$ cat src/rtl/riscv_pkg.sv
// Shared integer-core types: data width, register address type, x0 constant.
// Latency: n/a, declarations only.
// Backpressure: n/a.
package riscv_pkg;

    localparam int XLEN       = 32;
    localparam int REG_ADDR_W = 5;
    localparam int BUSY_CNT_W = 6;

    typedef logic [REG_ADDR_W-1:0] reg_addr_t;

    localparam reg_addr_t REG_ZERO = '0;

endpackage

$ cat src/rtl/regfile_sb_if.sv
// Issue/read/writeback bundle between the core pipeline and the register file.
// Latency: reads and stall are combinational, busyCount is registered.
// Backpressure: stall tells the issue stage to hold its current instruction.
interface regfile_sb_if #(
    parameter int XLEN = riscv_pkg::XLEN
);
    import riscv_pkg::*;

    reg_addr_t              rs1Addr;
    reg_addr_t              rs2Addr;
    logic                   useRs1;
    logic                   useRs2;
    logic [XLEN-1:0]        r1;
    logic [XLEN-1:0]        r2;
    logic                   we;
    reg_addr_t              rdAddr;
    logic [XLEN-1:0]        rdData;
    logic                   issueValid;
    reg_addr_t              issueRd;
    logic                   stall;
    logic [BUSY_CNT_W-1:0]  busyCount;

    // Core pipeline side.
    modport master (
        output rs1Addr, rs2Addr, useRs1, useRs2,
        output we, rdAddr, rdData,
        output issueValid, issueRd,
        input  r1, r2, stall, busyCount
    );

    // Register file side.
    modport slave (
        input  rs1Addr, rs2Addr, useRs1, useRs2,
        input  we, rdAddr, rdData,
        input  issueValid, issueRd,
        output r1, r2, stall, busyCount
    );

endinterface

$ cat src/rtl/reg_scoreboard.sv
// Pending-write scoreboard: busy bit per register, RAW/WAW stall, busy popcount.
// Latency: stall combinational; busy bits and busyCount update at the next edge.
// Backpressure: an issue that coincides with stall is dropped; the issuer must hold.
module reg_scoreboard import riscv_pkg::*; #(
    parameter int NREGS  = 32,
    parameter bit BYPASS = 1'b1
) (
    input  logic                   clk,
    input  logic                   rst_n,
    input  reg_addr_t              rs1Addr,
    input  reg_addr_t              rs2Addr,
    input  logic                   useRs1,
    input  logic                   useRs2,
    input  logic                   we,
    input  reg_addr_t              rdAddr,
    input  logic                   issueValid,
    input  reg_addr_t              issueRd,
    output logic                   stall,
    output logic [BUSY_CNT_W-1:0]  busyCount
);

    logic [NREGS-1:0]       busy;
    logic [NREGS-1:0]       busy_nxt;
    logic [NREGS-1:0]       set_vec;
    logic [NREGS-1:0]       clr_vec;
    logic                   wb_en;
    logic                   raw1;
    logic                   raw2;
    logic                   waw;
    logic                   issue_en;
    logic [BUSY_CNT_W-1:0]  cnt_nxt;

    // Hazard detection; a same-cycle writeback resolves RAW only when it is forwarded,
    // but always resolves WAW because the register is being retired this edge.
    always_comb begin
        wb_en    = we && (rdAddr != REG_ZERO);
        raw1     = useRs1 && (rs1Addr != REG_ZERO) && busy[rs1Addr] &&
                   !(BYPASS && wb_en && (rdAddr == rs1Addr));
        raw2     = useRs2 && (rs2Addr != REG_ZERO) && busy[rs2Addr] &&
                   !(BYPASS && wb_en && (rdAddr == rs2Addr));
        waw      = issueValid && (issueRd != REG_ZERO) && busy[issueRd] &&
                   !(wb_en && (rdAddr == issueRd));
        stall    = raw1 || raw2 || waw;
        issue_en = issueValid && !stall && (issueRd != REG_ZERO);
    end

    // Next busy vector: writeback clears, accepted issue sets, set wins on the same rd.
    always_comb begin
        set_vec = '0;
        clr_vec = '0;
        if (issue_en) begin
            set_vec[issueRd] = 1'b1;
        end
        if (wb_en) begin
            clr_vec[rdAddr] = 1'b1;
        end
        busy_nxt = (busy & ~clr_vec) | set_vec;
        cnt_nxt  = '0;
        for (int i = 0; i < NREGS; i++) begin
            cnt_nxt = cnt_nxt + BUSY_CNT_W'(busy_nxt[i]);
        end
    end

    // Busy state and its count move together so busyCount always matches busy.
    always_ff @(posedge clk or negedge rst_n) begin
        if (!rst_n) begin
            busy      <= '0;
            busyCount <= '0;
        end else begin
            busy      <= busy_nxt;
            busyCount <= cnt_nxt;
        end
    end

endmodule

$ cat src/rtl/regfile_sb.sv
// Integer register file with two read ports, one write port and a pending-write scoreboard.
// Latency: reads combinational (optionally forwarding writeback), writes land at the next edge.
// Backpressure: stall asserted on RAW/WAW against an in-flight multi-cycle result.
module regfile_sb #(
    parameter int XLEN   = riscv_pkg::XLEN,
    parameter int NREGS  = 32,
    parameter bit BYPASS = 1'b1
) (
    input  logic          clk,
    input  logic          rst_n,
    regfile_sb_if.slave   rf
);
    import riscv_pkg::*;

    logic [XLEN-1:0] regs [NREGS];
    logic            fwd1;
    logic            fwd2;

    // Storage; x0 is never written so it stays at its reset value.
    always_ff @(posedge clk or negedge rst_n) begin
        if (!rst_n) begin
            for (int i = 0; i < NREGS; i++) begin
                regs[i] <= '0;
            end
        end else if (rf.we && (rf.rdAddr != REG_ZERO)) begin
            regs[rf.rdAddr] <= rf.rdData;
        end
    end

    // Read ports with optional writeback forwarding; forced to zero while reset is held
    // so a forwarded rdData cannot leak out during reset.
    always_comb begin
        fwd1  = BYPASS && rf.we && (rf.rdAddr == rf.rs1Addr);
        fwd2  = BYPASS && rf.we && (rf.rdAddr == rf.rs2Addr);
        rf.r1 = '0;
        rf.r2 = '0;
        if (rst_n) begin
            if (rf.rs1Addr != REG_ZERO) begin
                rf.r1 = fwd1 ? rf.rdData : regs[rf.rs1Addr];
            end
            if (rf.rs2Addr != REG_ZERO) begin
                rf.r2 = fwd2 ? rf.rdData : regs[rf.rs2Addr];
            end
        end
    end

    reg_scoreboard #(
        .NREGS  (NREGS),
        .BYPASS (BYPASS)
    ) u_sb (
        .clk        (clk),
        .rst_n      (rst_n),
        .rs1Addr    (rf.rs1Addr),
        .rs2Addr    (rf.rs2Addr),
        .useRs1     (rf.useRs1),
        .useRs2     (rf.useRs2),
        .we         (rf.we),
        .rdAddr     (rf.rdAddr),
        .issueValid (rf.issueValid),
        .issueRd    (rf.issueRd),
        .stall      (rf.stall),
        .busyCount  (rf.busyCount)
    );

endmodule

$ cat src/flat_wrapper.sv
// flat-port wrapper written by rule: the top's interface ports become plain ports
module regfile_sb_flat import riscv_pkg::*;
#(
    parameter int XLEN   = riscv_pkg::XLEN,
    parameter int NREGS  = 32,
    parameter bit BYPASS = 1'b1
)
  (clk, rst_n, rf_rs1Addr, rf_rs2Addr, rf_useRs1, rf_useRs2, rf_we, rf_rdAddr, rf_rdData, rf_issueValid, rf_issueRd, rf_r1, rf_r2, rf_stall, rf_busyCount);
  regfile_sb_if #(.XLEN(XLEN)) rf_i ();
  input  logic clk;
  input  logic rst_n;
  input wire logic [$bits(rf_i.rs1Addr)-1:0] rf_rs1Addr;
  input wire logic [$bits(rf_i.rs2Addr)-1:0] rf_rs2Addr;
  input wire logic [$bits(rf_i.useRs1)-1:0] rf_useRs1;
  input wire logic [$bits(rf_i.useRs2)-1:0] rf_useRs2;
  input wire logic [$bits(rf_i.we)-1:0] rf_we;
  input wire logic [$bits(rf_i.rdAddr)-1:0] rf_rdAddr;
  input wire logic [$bits(rf_i.rdData)-1:0] rf_rdData;
  input wire logic [$bits(rf_i.issueValid)-1:0] rf_issueValid;
  input wire logic [$bits(rf_i.issueRd)-1:0] rf_issueRd;
  output wire logic [$bits(rf_i.r1)-1:0] rf_r1;
  output wire logic [$bits(rf_i.r2)-1:0] rf_r2;
  output wire logic [$bits(rf_i.stall)-1:0] rf_stall;
  output wire logic [$bits(rf_i.busyCount)-1:0] rf_busyCount;
  assign rf_i.rs1Addr = rf_rs1Addr;
  assign rf_i.rs2Addr = rf_rs2Addr;
  assign rf_i.useRs1 = rf_useRs1;
  assign rf_i.useRs2 = rf_useRs2;
  assign rf_i.we = rf_we;
  assign rf_i.rdAddr = rf_rdAddr;
  assign rf_i.rdData = rf_rdData;
  assign rf_i.issueValid = rf_issueValid;
  assign rf_i.issueRd = rf_issueRd;
  assign rf_r1 = rf_i.r1;
  assign rf_r2 = rf_i.r2;
  assign rf_stall = rf_i.stall;
  assign rf_busyCount = rf_i.busyCount;
  regfile_sb #(.XLEN(XLEN), .NREGS(NREGS), .BYPASS(BYPASS)) u_core (.clk(clk), .rst_n(rst_n), .rf(rf_i));
endmodule
$ cat config.mk
export PLATFORM = sky130hd
export DESIGN_NAME = regfile_sb_flat
export DESIGN_NICKNAME = d
export VERILOG_FILES = /design/src/rtl/riscv_pkg.sv /design/src/rtl/regfile_sb_if.sv /design/src/rtl/reg_scoreboard.sv /design/src/rtl/regfile_sb.sv /design/src/flat_wrapper.sv
export SDC_FILE = /design/constraint.sdc
export NUM_CORES = 2
export LEC_CHECK = 0
export ABC_AREA = 1
export ABC_CLOCK_PERIOD_IN_PS = 17000
export CAP_MARGIN = 25
export CORE_ASPECT_RATIO = 1.75
export CORE_UTILIZATION = 40
export CTS_BUF_LIST = sky130_fd_sc_hd__clkbuf_4 sky130_fd_sc_hd__clkbuf_8
export CTS_CLUSTER_DIAMETER = 150
export DETAILED_ROUTE_END_ITERATION = 16
export PLACE_DENSITY = 0.63
export SKIP_CTS_REPAIR_TIMING = 1
export SLEW_MARGIN = 25
export SYNTH_ARGS = -nofsm -noshare
export SYNTH_HDL_FRONTEND = slang
export SYNTH_SLANG_ARGS = --single-unit
$ cat constraint.sdc
create_clock -name clk -period 17 [get_ports clk]
set_clock_uncertainty 0.15 [all_clocks]
set_input_delay 3.4 -clock clk [delete_from_list [all_inputs] [get_ports clk]]
set_output_delay 3.4 -clock clk [all_outputs]
set_load 0.01 [all_outputs]
[Word level (Yosys, flattened, before mapping)]
Index checks and enable logic that the tools add are counted.
Operators by class
  $add $sub $neg: 31
  magnitude comparators: 10
  equality and inequality tests: 3
  muxes and demuxes: 27
  bitwise operators: 6
  reduce and logical (&&, ||, !) cells: 30
Operators by type and width (number)
  $bwmux 1024: 1
  $mux 32: 13
  $bmux 32 s5: 2
  $demux 32 s5: 1
  $add 6x1->6: 26
  $and 32x32->32: 1
  $not 32->32: 1
  $or 32x32->32: 1
  $lt 5x6->1 const B: 4
  $logic_and 1x1->1: 20
  $reduce_bool 5->1: 4
  $ge 6x6->1 const B: 3
  $not 5->6: 3
  $bmux 1 s5: 3
  $eq 5x5->1: 3
  $demux 1 s5: 2
  $ge 5x1->1 const B: 2
  $add 5x1->6: 1
  $lt 6x1->1 const B: 1
  $add 4x1->5: 1
  $mux 1: 5
  $add 3x1->4: 1
  $logic_not 1->1: 4
  $add 2x1->3: 1
  2 further kinds: 3
Word-level totals
  register bits after elaboration: 1062
  input bits: 58

[Longest topological paths before layout]
  depth in word-level cells: 43
  depth in mapped cells: 31
  depth with buffers taken out: 28

[Cells and area by module]
From an unflattened synthesis, not the netlist that was laid out.
Second synthesis, totals
  cell total of the unflattened synthesis: 9671
  area, all modules: 63905.0 um^2
By module, submodules not included
  regfile_sb: times used 1, cells an instance 9048, area each 59912.5 um^2
  reg_scoreboard: times used 1, cells an instance 623, area each 3992.6 um^2

[Worst setup path before layout]
OpenSTA, ideal clock, no wires.
  kind: input-to-reg
  from: input rf_issueRd[1]
  to: register u_core.u_sb.busyCount[4]
  arrival: 8.827 ns
  required time: 16.770 ns
  setup slack: 7.943 ns
  stages on the path: 29
  path buffers: 4
  cell sequence: buf_6 -> inv_4 -> nor2_1 -> buf_2 -> a21oi_1 -> nand2_1 -> nand2_1 -> nand2_1 -> nor2_1 -> nand2_1 -> nand2_1 -> nand4_2 -> buf_6 -> buf_6 -> nor2_1 -> nor2_1 -> fa_1 -> fa_1 -> fa_1 -> fa_1 -> fa_1 -> fa_1 -> inv_1 -> ha_1 -> fa_1 -> a21oi_1 -> nor2_1 -> nor2_1 -> xnor2_1
Between the ends
  word-level cells in the longest chain between the ends: 41
  elaborated cells between the ends (all ways): 51
RTL lines
  start: declaration: line flat_wrapper.sv:20  | input wire logic [$bits(rf_i.issueRd)-1:0] rf_issueRd;
  $bmux 1 s5, or another cell as far along: line reg_scoreboard.sv:41  | waw = issueValid && (issueRd != REG_ZERO) && busy[issueRd] &&
  $mux 1 (implied by the code), or another cell as far along: line reg_scoreboard.sv:41
  $logic_and 1x1->1 or $logic_not 1->1 (tied branches): line reg_scoreboard.sv:41, reg_scoreboard.sv:42
  $logic_and 1x1->1: line reg_scoreboard.sv:41
  $logic_or 1x1->1: line reg_scoreboard.sv:43  | stall = raw1 || raw2 || waw;
  $logic_not 1->1: line reg_scoreboard.sv:44  | issue_en = issueValid && !stall && (issueRd != REG_ZERO);
  $logic_and 1x1->1 (2 in series): line reg_scoreboard.sv:44
  $mux 32 *: line reg_scoreboard.sv:51  | if (issue_en) begin
  $or 32x32->32 *: line reg_scoreboard.sv:57  | busy_nxt = (busy & ~clr_vec) | set_vec;
  $add 1x1->2: line reg_scoreboard.sv:60  | cnt_nxt = cnt_nxt + BUSY_CNT_W'(busy_nxt[i]);
  $add 2x1->3: line reg_scoreboard.sv:60
  $add 3x1->4: line reg_scoreboard.sv:60
  $add 4x1->5: line reg_scoreboard.sv:60
  $add 5x1->6: line reg_scoreboard.sv:60
  $add 6x1->6 (25 in series): line reg_scoreboard.sv:60
  $add 6x1->6 *: line reg_scoreboard.sv:60
  named net u_core.u_sb.cnt_nxt[4]: line reg_scoreboard.sv:31  | logic [BUSY_CNT_W-1:0] cnt_nxt;
  end signal: assignment: line reg_scoreboard.sv:71  | busyCount <= cnt_nxt;
  end: declaration: line reg_scoreboard.sv:19  | output logic [BUSY_CNT_W-1:0] busyCount
The timed path passes the listed nets; every way through them passes the cells marked *. The select of a mux whose other input is x is not followed.
A chain may end at the register's enable or synchronous reset.

[Final worst setup path]
  from: input rf_rs1Addr[0]
  to: output rf_r1[17]
Between the ends
  word-level cells in the longest chain between the ends: 7
  elaborated cells between the ends (all ways): 10
RTL lines
  start: declaration: line flat_wrapper.sv:12  | input wire logic [$bits(rf_i.rs1Addr)-1:0] rf_rs1Addr;
  $not 5->6 (implied by the code): line regfile_sb.sv:39  | rf.r1 = fwd1 ? rf.rdData : regs[rf.rs1Addr];
  $bmux 32 s5: line regfile_sb.sv:39
  $mux 32 (implied by the code) (2 in series): line regfile_sb.sv:39
  $mux 32: line regfile_sb.sv:39
  $mux 32 *: line regfile_sb.sv:38  | if (rf.rs1Addr != REG_ZERO) begin
  $mux 32 *: line regfile_sb.sv:37  | if (rst_n) begin
  end: declaration: line flat_wrapper.sv:21  | output wire logic [$bits(rf_i.r1)-1:0] rf_r1;
Every way passes the cells marked *; elsewhere a longest branch is shown, timed or not. The select of a mux whose other input is x is not followed.

==> impl_metrics.yaml <==
run_status:
  status: "finished clean"
synth:
  synth_compound_gate_area_share_pct: 26.9
  synth_enable_flop_cells: 0
  synth_adder_area_share_pct: 0.954
  netlist.area_leader.share_pct: 44.6
  synth_top_family_by_area: "compound AO/OA/AOI/OAI gates"
  netlist_instances: 8159
  syn_nets: 8248
  ys_types: 40
  synth-simple-area-share_pct: 17.8
  synth_top_flop_cell: "sky130_fd_sc_hd__dfrtp_1"
  synth_area_per_cell_um2: 7.30
  synthMuxAreaShare_pct: 0
  mappedNetlistArea_um2: 59500
  yosys_register_bits: 1062
  synth_sequential_area_ratio_pct: 44.6
  synth.area.top_cells: "sky130_fd_sc_hd__dfrtp_1, sky130_fd_sc_hd__o21ai_0, sky130_fd_sc_hd__nand2_1, sky130_fd_sc_hd__a21oi_1, sky130_fd_sc_hd__nand3_1"
  synth_warnings: 0
  post_synthesis_share_of_cell_area_spent_on_xor_and_xnor_gates_pct: 0.132
  yosysTopAreaCell: "sky130_fd_sc_hd__dfrtp_1"
  async_flop_share_pct: 100
layout:
  layout.filler_cells: 14865
  instances_no_fill: 9871
  finish.utilization_pct: 43.9
  layout-area-overhead-vs-synth_pct: 8.54
  layout.nets: 7880
  final_cell_area_um2: 64600
  drive_gt1_share_pct: 6.32
sta:
  grt_setup_unrepaired: "no"
  worst_slew_pin_slew_ns: 1.17
  slew_viol_final: 0
  setup_viol_count_final: 0
  final_hold_violation_count: 0
  final.setup.tns_ns: 0
  fin_crit_sh_pct: 66.8
  timing.final.crit_period_ns: 11.36
  fmaxAchievable_mhz: 88.0
  max-slew-margin-rel_pct: 22.0
route:
  avgViaCountPerCell: 5.97
  final_antenna_net_count: 0
  drcViolationCount: 0
  num_vias: 58935
  detail_route.first_pass.iterations: 6
  wirelength_mm: 243
  detail_route.wl_per_cell_um: 24.7
  drtIter0Drc: 6963
floorplan:
  dieWidth_um: 294
  floorplan.io_pins: 129
  placement_rows: 186
  initial_utilization_pct: 40.4
  dieHeight_um: 512
  dieArea_um2: 150000
  fp.coreArea_um2: 147000
worst_hold_path:
  holdPathEnd: "u_core.regs[1018]"
  whs_path_depth: 0
  min-delay-start: "u_core.regs[1018]"
  type_of_the_tightest_min_delay_check: "flop to flop"
cts:
  cts_num_sinks: 1062
  cts_htree_levels: 4
  cts_inserted_buffers: 157
  clockBufferDepth: 3
  cts.reportedPaths.clkPinSlew_ns: 0.06
  clock_tree.root_cell: "sky130_fd_sc_hd__clkbuf_8"
  tritoncts: "done"
  clk_latency_ns: 0.89
power:
  p_per_area_nw_per_um2: 125
  ir_worst_vdd_uv: 568
  total_switching_power_mw: 2.94
  intPower_mw: 5.15
  design_power_total_mw: 8.09
  p_comb_share_pct: 30.2
  sequentialPowerShare_pct: 42.1
  clock_power_share_pct: 27.7
  swShare_pct: 36.3
  leakagePower_nw: 28.1
global_route:
  via_count_of_the_first_global_routing_pass: 55845
  gr-total-overflow: 0
  groute.usage.overall_pct: 32.0
  antenna_found_initial: 8
  grt_max_degree: 215
  grt_first_pass_wirelength_mm: 360
placed_design:
  port-buffer-count: 128
  place.detailed.hpwl_mm: 139
  placed_cell_area_um2: 61300
  numPlacedInstances: 9604
  routabilityCongestion: 0.958
critical_path:
  crit_type: "input pin to output pin"
  critPathMostFrequentCell: "sky130_fd_sc_hd__nand3_1"
  required_ns: 13.45
  critPathLaunchType: "input pin"
  timing.critical_path.fanout_max: 130
  setup.worst_path.end_class: "output pin"
  cp_data_arrival_time_ns: 7.81
  reg2reg_launch_point: "u_core.u_sb.busy[6]"
  timing.reg2reg.worst_path_depth: 24
  slowest_delay_ns: 0.84
  crit_path_cell_trace: "buf_8 -> buf_4 -> buf_4 -> a21oi_1 -> o21ai_0 -> nand3_1 -> nand3_1 -> nand3_1 -> o21ai_0 -> a21oi_1 -> clkdlybuf4s50_1"
  worst_r2r_endpoint: "u_core.u_sb.busyCount[4]"
  rrSetupSlack_ns: 10.27
  timing.critical_path.from: "rf_rs1Addr[0]"
  crit_path_top_delay_cell: "sky130_fd_sc_hd__buf_4"
flow_run:
  max_cap_violations: 0
==> worst max path at each step <==
| stage | end | slack (ns) | depth (start not counted) |
|---|---|---|---|
| floorplan | u_core.u_sb.busyCount[4] | 7.94 | 29 |
| global placement | u_core.u_sb.busyCount[4] | 5.44 | 25 |
| detailed placement | u_core.u_sb.busyCount[4] | 5.46 | 26 |
| CTS | rf_r1[17] | 5.82 | 11 |
| global route | rf_r1[17] | 5.51 | 11 |
| finish | rf_r1[17] | 5.64 | 11 |
==> cell families after synthesis <==
logic type	after synthesis
compound gates	3010
xor+xnor	9
fa+ha+maj	31
buf+inv	1408
flops	1062
simple gates	2639
==> layer usage <==
metal	vias to the layer above	share of wire [%]	track usage [%]
li1	26530	-	-
met5	-	0.017	0
met3	936	10	6.73
met4	6	7.5	21.7
met2	3542	46	50.6
met1	27921	37	39.0
==> through the flow <==
stage / setup WS, ns / hold slack (ns)
finish: 5.64 / 0.244
global placement: 5.44 / 0.227
detailed placement: 5.46 / 0.231
CTS: 5.82 / 0.245
global route: 5.51 / 0.260
floorplan: 7.94 / 0.290
==> worst max-delay path: cells and delay by family <==
| family | cells | cell delay [ns] |
|---|---|---|
| AO/OA/AOI/OAI | 4 | 1.07 |
| buffers and inverters | 4 | 2.69 |
| AND/OR/NAND/NOR | 3 | 0.37 |
==> state kept, by name (all words and copies together), names as in the netlist <==
signal / flops
u_core.regs: 1024
u_core.u_sb.busy: 32
u_core.u_sb.busyCount: 6
==> cells in the mapped netlist (2+ instances only) <==
cell and count:
sky130_fd_sc_hd__ha_1 7, sky130_fd_sc_hd__nor2_4 2, sky130_fd_sc_hd__fa_1 24, sky130_fd_sc_hd__nand2_1 1609, sky130_fd_sc_hd__buf_4 12, sky130_fd_sc_hd__nor2_1 527
sky130_fd_sc_hd__nor2_2 5, sky130_fd_sc_hd__nand4_1 16, sky130_fd_sc_hd__xnor2_1 2, sky130_fd_sc_hd__a21oi_1 829, sky130_fd_sc_hd__nand2_2 3, sky130_fd_sc_hd__buf_1 94
sky130_fd_sc_hd__o22ai_1 100, sky130_fd_sc_hd__nand3_1 460, sky130_fd_sc_hd__o221ai_1 54, sky130_fd_sc_hd__o21bai_2 18, sky130_fd_sc_hd__buf_6 5, sky130_fd_sc_hd__inv_2 22
sky130_fd_sc_hd__o21bai_1 3, sky130_fd_sc_hd__o211ai_1 168, sky130_fd_sc_hd__a31oi_1 2, sky130_fd_sc_hd__o21ai_1 34, sky130_fd_sc_hd__nor3_2 3, sky130_fd_sc_hd__dfrtp_1 1062
sky130_fd_sc_hd__nor3_1 11, sky130_fd_sc_hd__o21ai_0 1774, sky130_fd_sc_hd__xor2_1 7, sky130_fd_sc_hd__a221oi_1 25, sky130_fd_sc_hd__inv_1 596, sky130_fd_sc_hd__clkbuf_1 460
sky130_fd_sc_hd__buf_2 216
==> power by group through the flow <==
stage                     Clock, mW  Sequential (mW)  Combinational, mW
final                          2.24             3.41               2.45
after global routing           2.35             3.46               2.77
after CTS                      2.26             3.39               2.44
after detailed placement          0             3.43               2.42
after global placement            0             3.42               2.39
after floorplan                   0             3.35               1.75
==> layout make-up <==
| cell class | count | area [um2] | area share, % |
|---|---|---|---|
| Inverter | 620 | 2360 | 3.65 |
| Clock inverter | 26 | 267 | 0.413 |
| Antenna cell | 1 | 2.50 | 0.00387 |
| Clock buffer | 238 | 2980 | 4.61 |
| Sequential cell | 1062 | 26600 | 41.1 |
| Multi-Input combinational cell | 5689 | 27500 | 42.6 |
| Tap cell | 1974 | 2470 | 3.82 |
| Timing Repair Buffer | 261 | 2430 | 3.76 |
==> layout by cell type (no fill, tap or decap), drive strengths merged, types with 24 or more instances in the layout <==
master	synthesis	layout
o22ai	100	100
nand3	461	461
fa	24	24
nand2	1612	1612
o21ai	1809	1809
clkdlybuf4s50	0	116
o211ai	168	168
nor2	535	535
a21oi	829	829
buf	327	145
clkbuf	461	238
a221oi	25	25
inv	619	624
o221ai	54	54
dfrtp	1062	1062
(Power assumes the default switching activity.)
